==> src/rtl/alu_pkg.sv <==
// Shared encodings for the execute stage: decoded operation codes and divide FSM states.
// Pure declarations, no timing or handshake behaviour.
package alu_pkg;

  localparam int OP_CODE_W = 6;

  typedef enum logic [OP_CODE_W-1:0] {
    OP_ADD    = 6'd1,
    OP_ADDI   = 6'd2,
    OP_SUB    = 6'd3,
    OP_AND    = 6'd4,
    OP_ANDI   = 6'd5,
    OP_OR     = 6'd6,
    OP_ORI    = 6'd7,
    OP_XOR    = 6'd8,
    OP_XORI   = 6'd9,
    OP_SLL    = 6'd10,
    OP_SLLI   = 6'd11,
    OP_SRL    = 6'd12,
    OP_SRLI   = 6'd13,
    OP_SRA    = 6'd14,
    OP_SRAI   = 6'd15,
    OP_SLT    = 6'd16,
    OP_SLTI   = 6'd17,
    OP_SLTU   = 6'd18,
    OP_SLTIU  = 6'd19,
    OP_LUI    = 6'd20,
    OP_AUIPC  = 6'd21,
    OP_MUL    = 6'd22,
    OP_MULH   = 6'd23,
    OP_MULHSU = 6'd24,
    OP_MULHU  = 6'd25,
    OP_DIV    = 6'd26,
    OP_DIVU   = 6'd27,
    OP_REM    = 6'd28,
    OP_REMU   = 6'd29
  } op_e;

  typedef enum logic [1:0] {
    ST_IDLE     = 2'd0,
    ST_DIV_RUN  = 2'd1,
    ST_DIV_DONE = 2'd2
  } state_e;

endpackage

==> src/rtl/alu_mdu_if.sv <==
// Issue and write-back bundle between decode/register-read, the ALU and the register file.
// master = issuing stage, slave = ALU; in_ready gates acceptance of in_valid.
interface alu_mdu_if #(
  parameter int XLEN = 32,
  parameter int OP_W = 6
);
  logic            in_valid;
  logic            in_ready;
  logic            jump_branch_enable;
  logic [XLEN-1:0] pc;
  logic [XLEN-1:0] src1_value;
  logic [XLEN-1:0] src2_value;
  logic [XLEN-1:0] imm;
  logic [4:0]      rd;
  logic [OP_W-1:0] operation_con;
  logic            busy;
  logic            write_req;
  logic [4:0]      write_addr;
  logic [XLEN-1:0] write_data;

  modport master (
    output in_valid, jump_branch_enable, pc, src1_value, src2_value, imm, rd, operation_con,
    input  in_ready, busy, write_req, write_addr, write_data
  );

  modport slave (
    input  in_valid, jump_branch_enable, pc, src1_value, src2_value, imm, rd, operation_con,
    output in_ready, busy, write_req, write_addr, write_data
  );
endinterface

==> src/rtl/alu_div_iter.sv <==
// Restoring radix-2 unsigned divider, one quotient bit per cycle after start.
// done pulses the cycle after the XLEN-th step; abort kills the run with no done.
module alu_div_iter #(
  parameter int XLEN = 32
) (
  input  logic            clk,
  input  logic            reset,
  input  logic            start,
  input  logic            abort,
  input  logic [XLEN-1:0] dividend,
  input  logic [XLEN-1:0] divisor,
  output logic            done,
  output logic [XLEN-1:0] quotient,
  output logic [XLEN-1:0] remainder
);
  localparam int CNT_W = $clog2(XLEN);

  logic [XLEN-1:0]  dvs;
  logic [CNT_W-1:0] cnt;
  logic             run;
  logic [XLEN:0]    shifted;
  logic [XLEN:0]    diff;
  logic             ge;

  // The dividend shifts out of the quotient register while quotient bits shift in.
  assign shifted = {remainder, quotient[XLEN-1]};
  assign diff    = shifted - {1'b0, dvs};
  assign ge      = shifted >= {1'b0, dvs};

  always_ff @(posedge clk) begin
    if (reset) begin
      dvs       <= '0;
      cnt       <= '0;
      run       <= 1'b0;
      done      <= 1'b0;
      quotient  <= '0;
      remainder <= '0;
    end else begin
      done <= 1'b0;
      if (abort) begin
        run <= 1'b0;
      end else if (start) begin
        dvs       <= divisor;
        quotient  <= dividend;
        remainder <= '0;
        cnt       <= CNT_W'(XLEN - 1);
        run       <= 1'b1;
      end else if (run) begin
        remainder <= ge ? diff[XLEN-1:0] : shifted[XLEN-1:0];
        quotient  <= {quotient[XLEN-2:0], ge};
        if (cnt == '0) begin
          run  <= 1'b0;
          done <= 1'b1;
        end else begin
          cnt <= cnt - 1'b1;
        end
      end
    end
  end
endmodule

==> src/rtl/alu_mdu.sv <==
// RV32I/RV32M execute stage: ALU ops and multiply write back 1 cycle after accept, divide/remainder XLEN+2.
// in_ready drops while a divide runs; jump_branch_enable blocks issue and aborts an in-flight divide.
module alu_mdu
  import alu_pkg::*;
#(
  parameter int XLEN         = 32,
  parameter int OP_W         = 6,
  parameter int PC_DELAY     = 3,
  parameter int PC_WORD_ADDR = 1
) (
  input logic       clk,
  input logic       reset,
  alu_mdu_if.slave  bus
);
  localparam int SH_W  = $clog2(XLEN);
  localparam int CNT_W = $clog2(XLEN);

  op_e             op;
  logic [XLEN-1:0] a, b, im;
  logic            accept;

  state_e           state;
  logic [CNT_W-1:0] div_cnt;
  logic             in_ready_q, busy_q, write_req_q;
  logic [4:0]       write_addr_q;
  logic [XLEN-1:0]  write_data_q;

  assign op     = op_e'(bus.operation_con[OP_CODE_W-1:0]);
  assign a      = bus.src1_value;
  assign b      = bus.src2_value;
  assign im     = bus.imm;
  assign accept = bus.in_valid & in_ready_q & ~bus.jump_branch_enable;

  // pc arrives from fetch; realign it with the instruction now issuing.
  logic [XLEN-1:0] pc_pipe [PC_DELAY];
  logic [XLEN-1:0] pc_d, auipc_base;

  always_ff @(posedge clk) begin
    if (reset) begin
      for (int i = 0; i < PC_DELAY; i++) pc_pipe[i] <= '0;
    end else begin
      pc_pipe[0] <= bus.pc;
      for (int i = 1; i < PC_DELAY; i++) pc_pipe[i] <= pc_pipe[i-1];
    end
  end

  assign pc_d       = pc_pipe[PC_DELAY-1];
  assign auipc_base = (PC_WORD_ADDR != 0) ? {pc_d[XLEN-3:0], 2'b00} : pc_d;

  // One 2*XLEN multiplier serves all four variants via operand extension.
  logic              mul_a_sgn, mul_b_sgn;
  logic [2*XLEN-1:0] mul_a, mul_b, prod;

  assign mul_a_sgn = (op == OP_MULH) || (op == OP_MULHSU);
  assign mul_b_sgn = (op == OP_MULH);
  assign mul_a     = {{XLEN{mul_a_sgn & a[XLEN-1]}}, a};
  assign mul_b     = {{XLEN{mul_b_sgn & b[XLEN-1]}}, b};
  assign prod      = mul_a * mul_b;

  logic [XLEN-1:0] res;
  logic            known, is_div;

  always_comb begin
    res    = '0;
    known  = 1'b1;
    is_div = 1'b0;
    case (op)
      OP_ADD:    res = a + b;
      OP_ADDI:   res = a + im;
      OP_SUB:    res = a - b;
      OP_AND:    res = a & b;
      OP_ANDI:   res = a & im;
      OP_OR:     res = a | b;
      OP_ORI:    res = a | im;
      OP_XOR:    res = a ^ b;
      OP_XORI:   res = a ^ im;
      OP_SLL:    res = a << b[SH_W-1:0];
      OP_SLLI:   res = a << im[SH_W-1:0];
      OP_SRL:    res = a >> b[SH_W-1:0];
      OP_SRLI:   res = a >> im[SH_W-1:0];
      OP_SRA:    res = $signed(a) >>> b[SH_W-1:0];
      OP_SRAI:   res = $signed(a) >>> im[SH_W-1:0];
      OP_SLT:    res = {{(XLEN-1){1'b0}}, $signed(a) < $signed(b)};
      OP_SLTI:   res = {{(XLEN-1){1'b0}}, $signed(a) < $signed(im)};
      OP_SLTU:   res = {{(XLEN-1){1'b0}}, a < b};
      OP_SLTIU:  res = {{(XLEN-1){1'b0}}, a < im};
      OP_LUI:    res = im;
      OP_AUIPC:  res = im + auipc_base;
      OP_MUL:    res = prod[XLEN-1:0];
      OP_MULH, OP_MULHSU, OP_MULHU: res = prod[2*XLEN-1:XLEN];
      OP_DIV, OP_DIVU, OP_REM, OP_REMU: is_div = 1'b1;
      default:   known = 1'b0;
    endcase
  end

  // The divider only sees magnitudes; signs are restored on the way out.
  logic            div_signed, a_neg, b_neg, div_start, div_done;
  logic [XLEN-1:0] dividend, divisor, div_q, div_r;
  logic            q_neg, r_neg, dz, want_rem;
  logic [4:0]      div_rd;
  logic [XLEN-1:0] q_fix, r_fix, div_result;

  assign div_signed = (op == OP_DIV) || (op == OP_REM);
  assign a_neg      = div_signed & a[XLEN-1];
  assign b_neg      = div_signed & b[XLEN-1];
  assign dividend   = a_neg ? -a : a;
  assign divisor    = b_neg ? -b : b;
  assign div_start  = accept & is_div;

  assign q_fix      = dz ? '1 : (q_neg ? -div_q : div_q);
  assign r_fix      = r_neg ? -div_r : div_r;
  assign div_result = want_rem ? r_fix : q_fix;

  alu_div_iter #(.XLEN(XLEN)) u_div (
    .clk       (clk),
    .reset     (reset),
    .start     (div_start),
    .abort     (bus.jump_branch_enable),
    .dividend  (dividend),
    .divisor   (divisor),
    .done      (div_done),
    .quotient  (div_q),
    .remainder (div_r)
  );

  always_ff @(posedge clk) begin
    if (reset) begin
      state        <= ST_IDLE;
      div_cnt      <= '0;
      in_ready_q   <= 1'b1;
      busy_q       <= 1'b0;
      write_req_q  <= 1'b0;
      write_addr_q <= '0;
      write_data_q <= '0;
      q_neg        <= 1'b0;
      r_neg        <= 1'b0;
      dz           <= 1'b0;
      want_rem     <= 1'b0;
      div_rd       <= '0;
    end else begin
      write_req_q <= 1'b0;
      case (state)
        ST_IDLE: begin
          if (accept && is_div) begin
            state      <= ST_DIV_RUN;
            div_cnt    <= CNT_W'(XLEN - 1);
            in_ready_q <= 1'b0;
            busy_q     <= 1'b1;
            q_neg      <= a_neg ^ b_neg;
            r_neg      <= a_neg;
            dz         <= (b == '0);
            want_rem   <= (op == OP_REM) || (op == OP_REMU);
            div_rd     <= bus.rd;
          end else if (accept) begin
            write_data_q <= res;
            write_addr_q <= known ? bus.rd : 5'd0;
            write_req_q  <= known && (bus.rd != 5'd0);
          end
        end
        ST_DIV_RUN: begin
          if (bus.jump_branch_enable) begin
            state      <= ST_IDLE;
            in_ready_q <= 1'b1;
            busy_q     <= 1'b0;
          end else if (div_cnt == '0) begin
            state <= ST_DIV_DONE;
          end else begin
            div_cnt <= div_cnt - 1'b1;
          end
        end
        ST_DIV_DONE: begin
          state      <= ST_IDLE;
          in_ready_q <= 1'b1;
          busy_q     <= 1'b0;
          if (!bus.jump_branch_enable && div_done) begin
            write_data_q <= div_result;
            write_addr_q <= div_rd;
            write_req_q  <= (div_rd != 5'd0);
          end
        end
        default: begin
          state      <= ST_IDLE;
          in_ready_q <= 1'b1;
          busy_q     <= 1'b0;
        end
      endcase
    end
  end

  assign bus.in_ready   = in_ready_q;
  assign bus.busy       = busy_q;
  assign bus.write_req  = write_req_q;
  assign bus.write_addr = write_addr_q;
  assign bus.write_data = write_data_q;
endmodule

==> src/flat_wrapper.sv <==
// flat-port wrapper written by rule: the top's interface ports become plain ports
module alu_mdu_flat import alu_pkg::*;
#(
  parameter int XLEN         = 32,
  parameter int OP_W         = 6,
  parameter int PC_DELAY     = 3,
  parameter int PC_WORD_ADDR = 1
)
  (clk, reset, bus_in_valid, bus_jump_branch_enable, bus_pc, bus_src1_value, bus_src2_value, bus_imm, bus_rd, bus_operation_con, bus_in_ready, bus_busy, bus_write_req, bus_write_addr, bus_write_data);
  alu_mdu_if #(.XLEN(XLEN), .OP_W(OP_W)) bus_i ();
  input logic clk;
  input logic reset;
  input wire logic [$bits(bus_i.in_valid)-1:0] bus_in_valid;
  input wire logic [$bits(bus_i.jump_branch_enable)-1:0] bus_jump_branch_enable;
  input wire logic [$bits(bus_i.pc)-1:0] bus_pc;
  input wire logic [$bits(bus_i.src1_value)-1:0] bus_src1_value;
  input wire logic [$bits(bus_i.src2_value)-1:0] bus_src2_value;
  input wire logic [$bits(bus_i.imm)-1:0] bus_imm;
  input wire logic [$bits(bus_i.rd)-1:0] bus_rd;
  input wire logic [$bits(bus_i.operation_con)-1:0] bus_operation_con;
  output wire logic [$bits(bus_i.in_ready)-1:0] bus_in_ready;
  output wire logic [$bits(bus_i.busy)-1:0] bus_busy;
  output wire logic [$bits(bus_i.write_req)-1:0] bus_write_req;
  output wire logic [$bits(bus_i.write_addr)-1:0] bus_write_addr;
  output wire logic [$bits(bus_i.write_data)-1:0] bus_write_data;
  assign bus_i.in_valid = bus_in_valid;
  assign bus_i.jump_branch_enable = bus_jump_branch_enable;
  assign bus_i.pc = bus_pc;
  assign bus_i.src1_value = bus_src1_value;
  assign bus_i.src2_value = bus_src2_value;
  assign bus_i.imm = bus_imm;
  assign bus_i.rd = bus_rd;
  assign bus_i.operation_con = bus_operation_con;
  assign bus_in_ready = bus_i.in_ready;
  assign bus_busy = bus_i.busy;
  assign bus_write_req = bus_i.write_req;
  assign bus_write_addr = bus_i.write_addr;
  assign bus_write_data = bus_i.write_data;
  alu_mdu #(.XLEN(XLEN), .OP_W(OP_W), .PC_DELAY(PC_DELAY), .PC_WORD_ADDR(PC_WORD_ADDR)) u_core (.clk(clk), .reset(reset), .bus(bus_i));
endmodule
==> config.mk <==
export PLATFORM = sky130hd
export DESIGN_NAME = alu_mdu_flat
export DESIGN_NICKNAME = d
export VERILOG_FILES = /design/src/rtl/alu_pkg.sv /design/src/rtl/alu_mdu_if.sv /design/src/rtl/alu_div_iter.sv /design/src/rtl/alu_mdu.sv /design/src/flat_wrapper.sv
export SDC_FILE = /design/constraint.sdc
export NUM_CORES = 2
export LEC_CHECK = 0
export BUFFER_PORTS_ARGS = -buffer_cell sky130_fd_sc_hd__buf_2
export CAP_MARGIN = 10
export CORE_AREA = 8 8 307 457
export CTS_BUF_LIST = sky130_fd_sc_hd__clkbuf_16
export DETAILED_ROUTE_END_ITERATION = 16
export DIE_AREA = 0 0 315 465
export GPL_TIMING_DRIVEN = 0
export PLACE_DENSITY = 0.68
export SLEW_MARGIN = 40
export SYNTH_ARGS = -nofsm -noshare
export SYNTH_HDL_FRONTEND = slang
export SYNTH_HIERARCHICAL = 1
export SYNTH_SLANG_ARGS = --single-unit
==> constraint.sdc <==
create_clock -name clk -period 10.6 [get_ports clk]
set_input_delay 1.06 -clock clk [delete_from_list [all_inputs] [get_ports clk]]
set_output_delay 1.06 -clock clk [all_outputs]
set_load 0.01 [all_outputs]
### Yosys cells after proc, flatten, opt, wreduce, memory -nomap -nowiden

Memories as Yosys holds them, arrays and structs flattened.
Index checks and enable logic that the tools add are counted.
Widths: inputs -> output; s select.

* add/sub/neg operators: 11
* multiply operators: 1
* magnitude comparators: 5
* equality and inequality tests: 40
* shifts and indexed selects: 6
* muxes and demuxes: 54
* bitwise logic cells: 19
* reduce and logical (&&, ||, !) cells: 29

Operators with widths (count)
* $pmux 32 s23: 1
* $mux 32: 17
* $lt 32x32->1: 4
* $neg 32->32: 4
* $add 32x32->32: 3
* $eq 6x5->1 const B: 14
* $and 32x32->32: 2
* $mul 33x33->64: 1
* $or 32x32->32: 2
* $pmux 32 s2: 1
* $shl 32x5->32: 2
* $shr 32x5->32: 2
* $sshr 32x5->32: 2
* $sub 32x32->32: 2
* $xor 32x32->32: 2
* $mux 5: 10
* $eq 6x4->1 const B: 8
* $ge 33x32->1: 1
* $logic_not 32->1: 1
* $reduce_or 29->1: 1
* $eq 6x3->1 const B: 4
* $pmux 5 s2: 2
* $mux 1: 16
* $eq 6x2->1 const B: 2
* 27 further kinds: 61

* flip-flop bits (word level): 159
* memory bits (writable): 96
* logic and storage cells: 184
* memories kept: 1

Memory list
* u_core.pc_pipe: depth 3, bits a word 32, read ports 3, clocked after memory_dff 0, wr ports 3, RTL line alu_mdu.sv:35 `logic [XLEN-1:0] pc_pipe [PC_DELAY];`

### Logic depth before layout (Yosys ltp)

* word-level depth: 8
* mapped depth: 35
* mapped depth without buffers: 32

### Hierarchy

Netlist, hierarchy kept.

Modules (own cells, without submodules)
* alu_mdu: times used 1, cells an instance 7358, area each 59635.9 sq um, seq. area each 2922.8 sq um
* alu_div_iter: times used 1, cells an instance 839, area each 6572.6 sq um, seq. area each 2062.0 sq um

### Least setup slack after synthesis

OpenSTA, ideal clock, no wires.

* path type: in2reg
* start: in bus_operation_con[0]
* end: reg u_core.write_data_q[31] (netlist: u_core/bus.write_data[31])
* library setup time: 0.086 ns
* data arrival time: 9.927 ns
* required time: 10.514 ns
* path slack: 0.587 ns
* stages on the path: 32
* buffers on the path: 4
* cells stage by stage: clkbuf_1 clkbuf_1 or3_1 o21ai_0 and3_1 clkbuf_1 clkbuf_1 nand2_1 fa_1 fa_1 inv_1 fa_1 inv_1 fa_1 inv_1 fa_1 fa_1 fa_1 inv_1 fa_1 inv_1 ha_1 a21oi_1 o21bai_1 a21oi_1 o21ai_0 a21o_1 or4b_2 o21ai_0 xnor2_1 nand2_1 a211oi_1

* word-level cells in the longest chain between the ends: 8
* elaborated cells on any way between the ends: 43

RTL lines
* from (decl): RTL line flat_wrapper.sv:20 `input wire logic [$bits(bus_i.operation_con)-1:0] bus_operation_con;`
* $eq 6x5->1, on equally long branches: RTL line alu_mdu.sv:54, alu_mdu.sv:55, alu_mdu.sv:67
* $logic_or 1x1->1: RTL line alu_mdu.sv:54 `assign mul_a_sgn = (op == OP_MULH) || (op == OP_MULHSU);`
* $and 1x1->1: RTL line alu_mdu.sv:56 `assign mul_a = {{XLEN{mul_a_sgn & a[XLEN-1]}}, a};`
* $mul 33x33->64: RTL line alu_mdu.sv:58 `assign prod = mul_a * mul_b;`
* $pmux 32 s23: RTL line alu_mdu.sv:67 `case (op)`
* $mux 32: RTL line alu_mdu.sv:154 `end else if (accept) begin`
* $mux 32: RTL line alu_mdu.sv:144 `if (accept && is_div) begin`
* $pmux 32 s2: RTL line alu_mdu.sv:142 `case (state)`
* to (signal assigned): RTL line alu_mdu.sv:155 `write_data_q <= res;`
* to (signal assigned): RTL line alu_mdu.sv:176 `write_data_q <= div_result;`
* to (decl): RTL line alu_mdu.sv:26 `logic [XLEN-1:0] write_data_q;`

Several ways; a longest one is shown, not always the timed one. The select of a mux whose other input is x is not followed.
A chain may end at the register's enable or synchronous reset.

### Worst setup path after layout

* start: in bus_src1_value[23]
* end: reg u_core.write_data_q[30] (netlist: u_core/bus.write_data[30])

* word-level cells in the longest chain between the ends: 5
* elaborated cells on any way between the ends: 14

RTL lines
* from (decl): RTL line flat_wrapper.sv:16 `input wire logic [$bits(bus_i.src1_value)-1:0] bus_src1_value;`
* $mul 33x33->64 (tied with other cells): RTL line alu_mdu.sv:58
* $pmux 32 s23 *: RTL line alu_mdu.sv:67
* $mux 32 *: RTL line alu_mdu.sv:154
* $mux 32 *: RTL line alu_mdu.sv:144
* $pmux 32 s2 *: RTL line alu_mdu.sv:142

Mark *: on every way between the ends. The rest lies on a longest branch, timed or not. The select of a mux whose other input is x is not followed.

==> summary.txt <==
Routing
  – Drt initial violations: 9613
  – Total Wirelength: 406400 µm
  – Vias/cell: 6.841
  – Pre-antenna DRT Iters: 8
  – Vias: 70200
  – DR DRC count: 0
  – WL per Instance: 39.61 µm
  – Final ANT Viol Nets: 0

Timing
  – Final setup skew: 0.1007 ns
  – Final cycle utilization of the critical path: 102.7%
  – Final Setup Violations: 11
  – Max Fclk: 0.09190 GHz
  – Final hold vios: 0
  – Max transition margin: 28.05%
  – Final worst path period need: 10.88 ns
  – Worst setup margin: -0.2819 ns
  – Slew Viols, Final: 0
  – Actual slew at the worst max-slew pin: 1.076 ns

Placed design
  – Place WS: -2.735 ns
  – HPWL after DPL: 329700 µm
  – GPL Wtd Cong: 1.216
  – IO Port Bufs: 177

Floorplan
  – Rows: 165
  – Die width: 315 µm
  – Initial Util: 49.41%
  – Die Ht: 465 µm
  – I/O Pins: 183
  – Die ar.: 146500 µm²
  – Core Box Area: 134000 µm²

Critical path
  – Most used cell, CP: fa_1
  – Delay-heaviest family, CP: adder cells
  – Crit Path Class: in -> reg
  – Req. time, crit path: 11.06 ns
  – Crit end category: register
  – CP max FO: 10
  – Startpoint types: input pin
  – Slowest stage delay, CP: 0.63 ns
  – CP Data Arrival Time: 11.34 ns
  – Worst path slowest cell: fa_1
  – Buf/Inv on CP: 8

Clock network
  – Num CTS Buffers: 23
  – Maximum clock insertion buffer count: 3
  – # clock sinks: 249
  – CTS clock-pin slew for the worst setup and hold paths: 0.17 ns
  – Root Driver: clkbuf_16
  – H-tree depth: 1
  – CTS tree: yes
  – Clk_lat worst skew: 0.68 ns

Outcome
  – Failing checks: negative setup slack
  – Outcome: finished with violations

GRT
  – Largest net degree at the start of global routing: 22
  – Total grt overflow: 0
  – Total routing usage reported by global routing: 54.99%
  – First-pass GRT wire length: 557700 µm
  – Initial antenna violation count: 63
  – Vias in the first global route: 70606

Synth
  – Main flop type after synthesis: dfxtp_1
  – Library cells used by synthesis: 107
  – Register area share after synthesis: 7.529%
  – Mapped Cells: 8197
  – Area leader, netlist: fa_1
  – Synthesized cell area: 66210 µm²
  – Avg Inst Size Synth: 8.077 µm²
  – Post-synth top cells: inv_1 (1354), nand2_1 (1224), fa_1 (1129)
  – Post-synth net total: 9876
  – Synth area leaders: fa_1 (34%), ha_1 (7.7%), inv_1 (7.7%), dfxtp_1 (7.5%), nand2_1 (6.9%)
  – Asr flop ratio synth: 0%
  – Share of the synthesized area in the top cell type: 34.14%
  – Count leader, synth: inv_1
  – Yosys Warn Count: 6
  – Number of synthesized flops with an enable pin: 0
  – Flip-flop and latch count after synthesis: 249

Hold path
  – HP Class: reg -> reg

Final layout
  – Fillers: 12551
  – Layout cells sized above 1: 9.359%
  – Synth-to-Final Area Change: 8.837%
  – Layout net count: 10127
  – Post-Route Utilization: 53.78%

Run
  – Number of max-cap violations: 0
worst paths after layout:
kind	start	to	slack, ns	depth (start not counted)
setup / recovery	bus_src1_value[23]	u_core/bus.write_data[30]	-0.28	29
hold / removal	u_core/pc_pipe[0][29]	u_core/pc_pipe[0][61]	0.33	1
setup reg to reg	u_core/u_div/remainder[18]	u_core/bus.write_data[27]	4.87	12
hold reg to reg	u_core/pc_pipe[0][29]	u_core/pc_pipe[0][61]	0.33	1
state kept, by name, indices dropped and copies added, names as in the netlist:
register,cells
u_core/bus.busy,1
u_core/bus.in_ready,1
u_core/bus.write_addr,5
u_core/bus.write_data,32
u_core/bus.write_req,1
u_core/div_cnt,5
u_core/div_rd,5
u_core/dz,1
u_core/pc_pipe,90
u_core/q_neg,1
u_core/r_neg,1
u_core/state,2
u_core/u_div/cnt,5
u_core/u_div/done,1
u_core/u_div/dvs,32
u_core/u_div/quotient,32
u_core/u_div/remainder,32
u_core/u_div/run,1
u_core/want_rem,1
what timing repair did:
item | CTS | global route
endpoints found under the hold margin | 0 | 0
buffers inserted | 13 | 9
endpoints found under the setup margin | 22 | 20
gates resized for setup | 61 | 121
hold buffers | 0 | 0
pin swaps | 2 | 5
through the flow:
step	TNS (ns)	hold WS, ns	cells	area (µm²)
2_1_floorplan	0	0.4138	8197	66210
3_3_place_gp	-61.58	0.4151	10127	69290
3_5_place_dp	-39.06	0.4212	10175	70700
4_1_cts	0	0.3762	10212	71590
5_1_grt	-0.03368	0.4029	10221	71960
6_report	-1.599	0.3307	10262	72060
cells in the final DEF (no fill, tap or decap), drive strengths merged, types with 63 or more instances in the layout:
| master | count |
|---|---|
| ha | 407 |
| xor2 | 131 |
| nand3 | 120 |
| nor2 | 506 |
| a21oi | 414 |
| nand4 | 64 |
| a21o | 77 |
| mux2i | 223 |
| fa | 1129 |
| buf | 373 |
| nor3 | 126 |
| o21ai | 284 |
| xnor2 | 182 |
| a211oi | 89 |
| dfxtp | 249 |
| inv | 1360 |
| clkbuf | 401 |
| and2 | 143 |
| a221oi | 63 |
| nand2 | 1226 |
| nor2b | 129 |
layer usage:
metal	routed length [µm]	part of all wire (%)	global-route usage, %	vias to the layer above
met5	139	0.034	0.1670	-
met4	59180	15	59.43	22
met3	55760	14	25.64	2674
met2	169900	42	80.38	6407
met1	121500	30	54.87	34118
li1	-	-	-	26979
layout make-up:
cell class | instances | area [µm²] | area share, %
Tap cell | 1753 | 2193 | 3.044
Buffer | 506 | 2459 | 3.412
Clock inverter | 16 | 106.4 | 0.1476
Clock buffer | 23 | 575.6 | 0.7987
Inverter | 1371 | 5187 | 7.199
Multi-Input combinational cell | 6048 | 54640 | 75.82
Sequential cell | 249 | 4985 | 6.918
Timing Repair Buffer | 249 | 1797 | 2.493
Antenna cell | 47 | 117.6 | 0.1632
cell families after synthesis:
group,count (synthesis),share of synthesized area [%]
AOI/OAI and AO/OA,1408,13.98
buffers and inverters,1900,10.98
xor gates and xnor gates,313,4.141
muxes,255,4.171
adders and majority gates,1548,42.01
DFF,249,7.529
and+or+nand+nor,2524,17.20
Power is not shown: default switching activity piles up to over one toggle a cycle in this logic, so the estimate is an artifact.
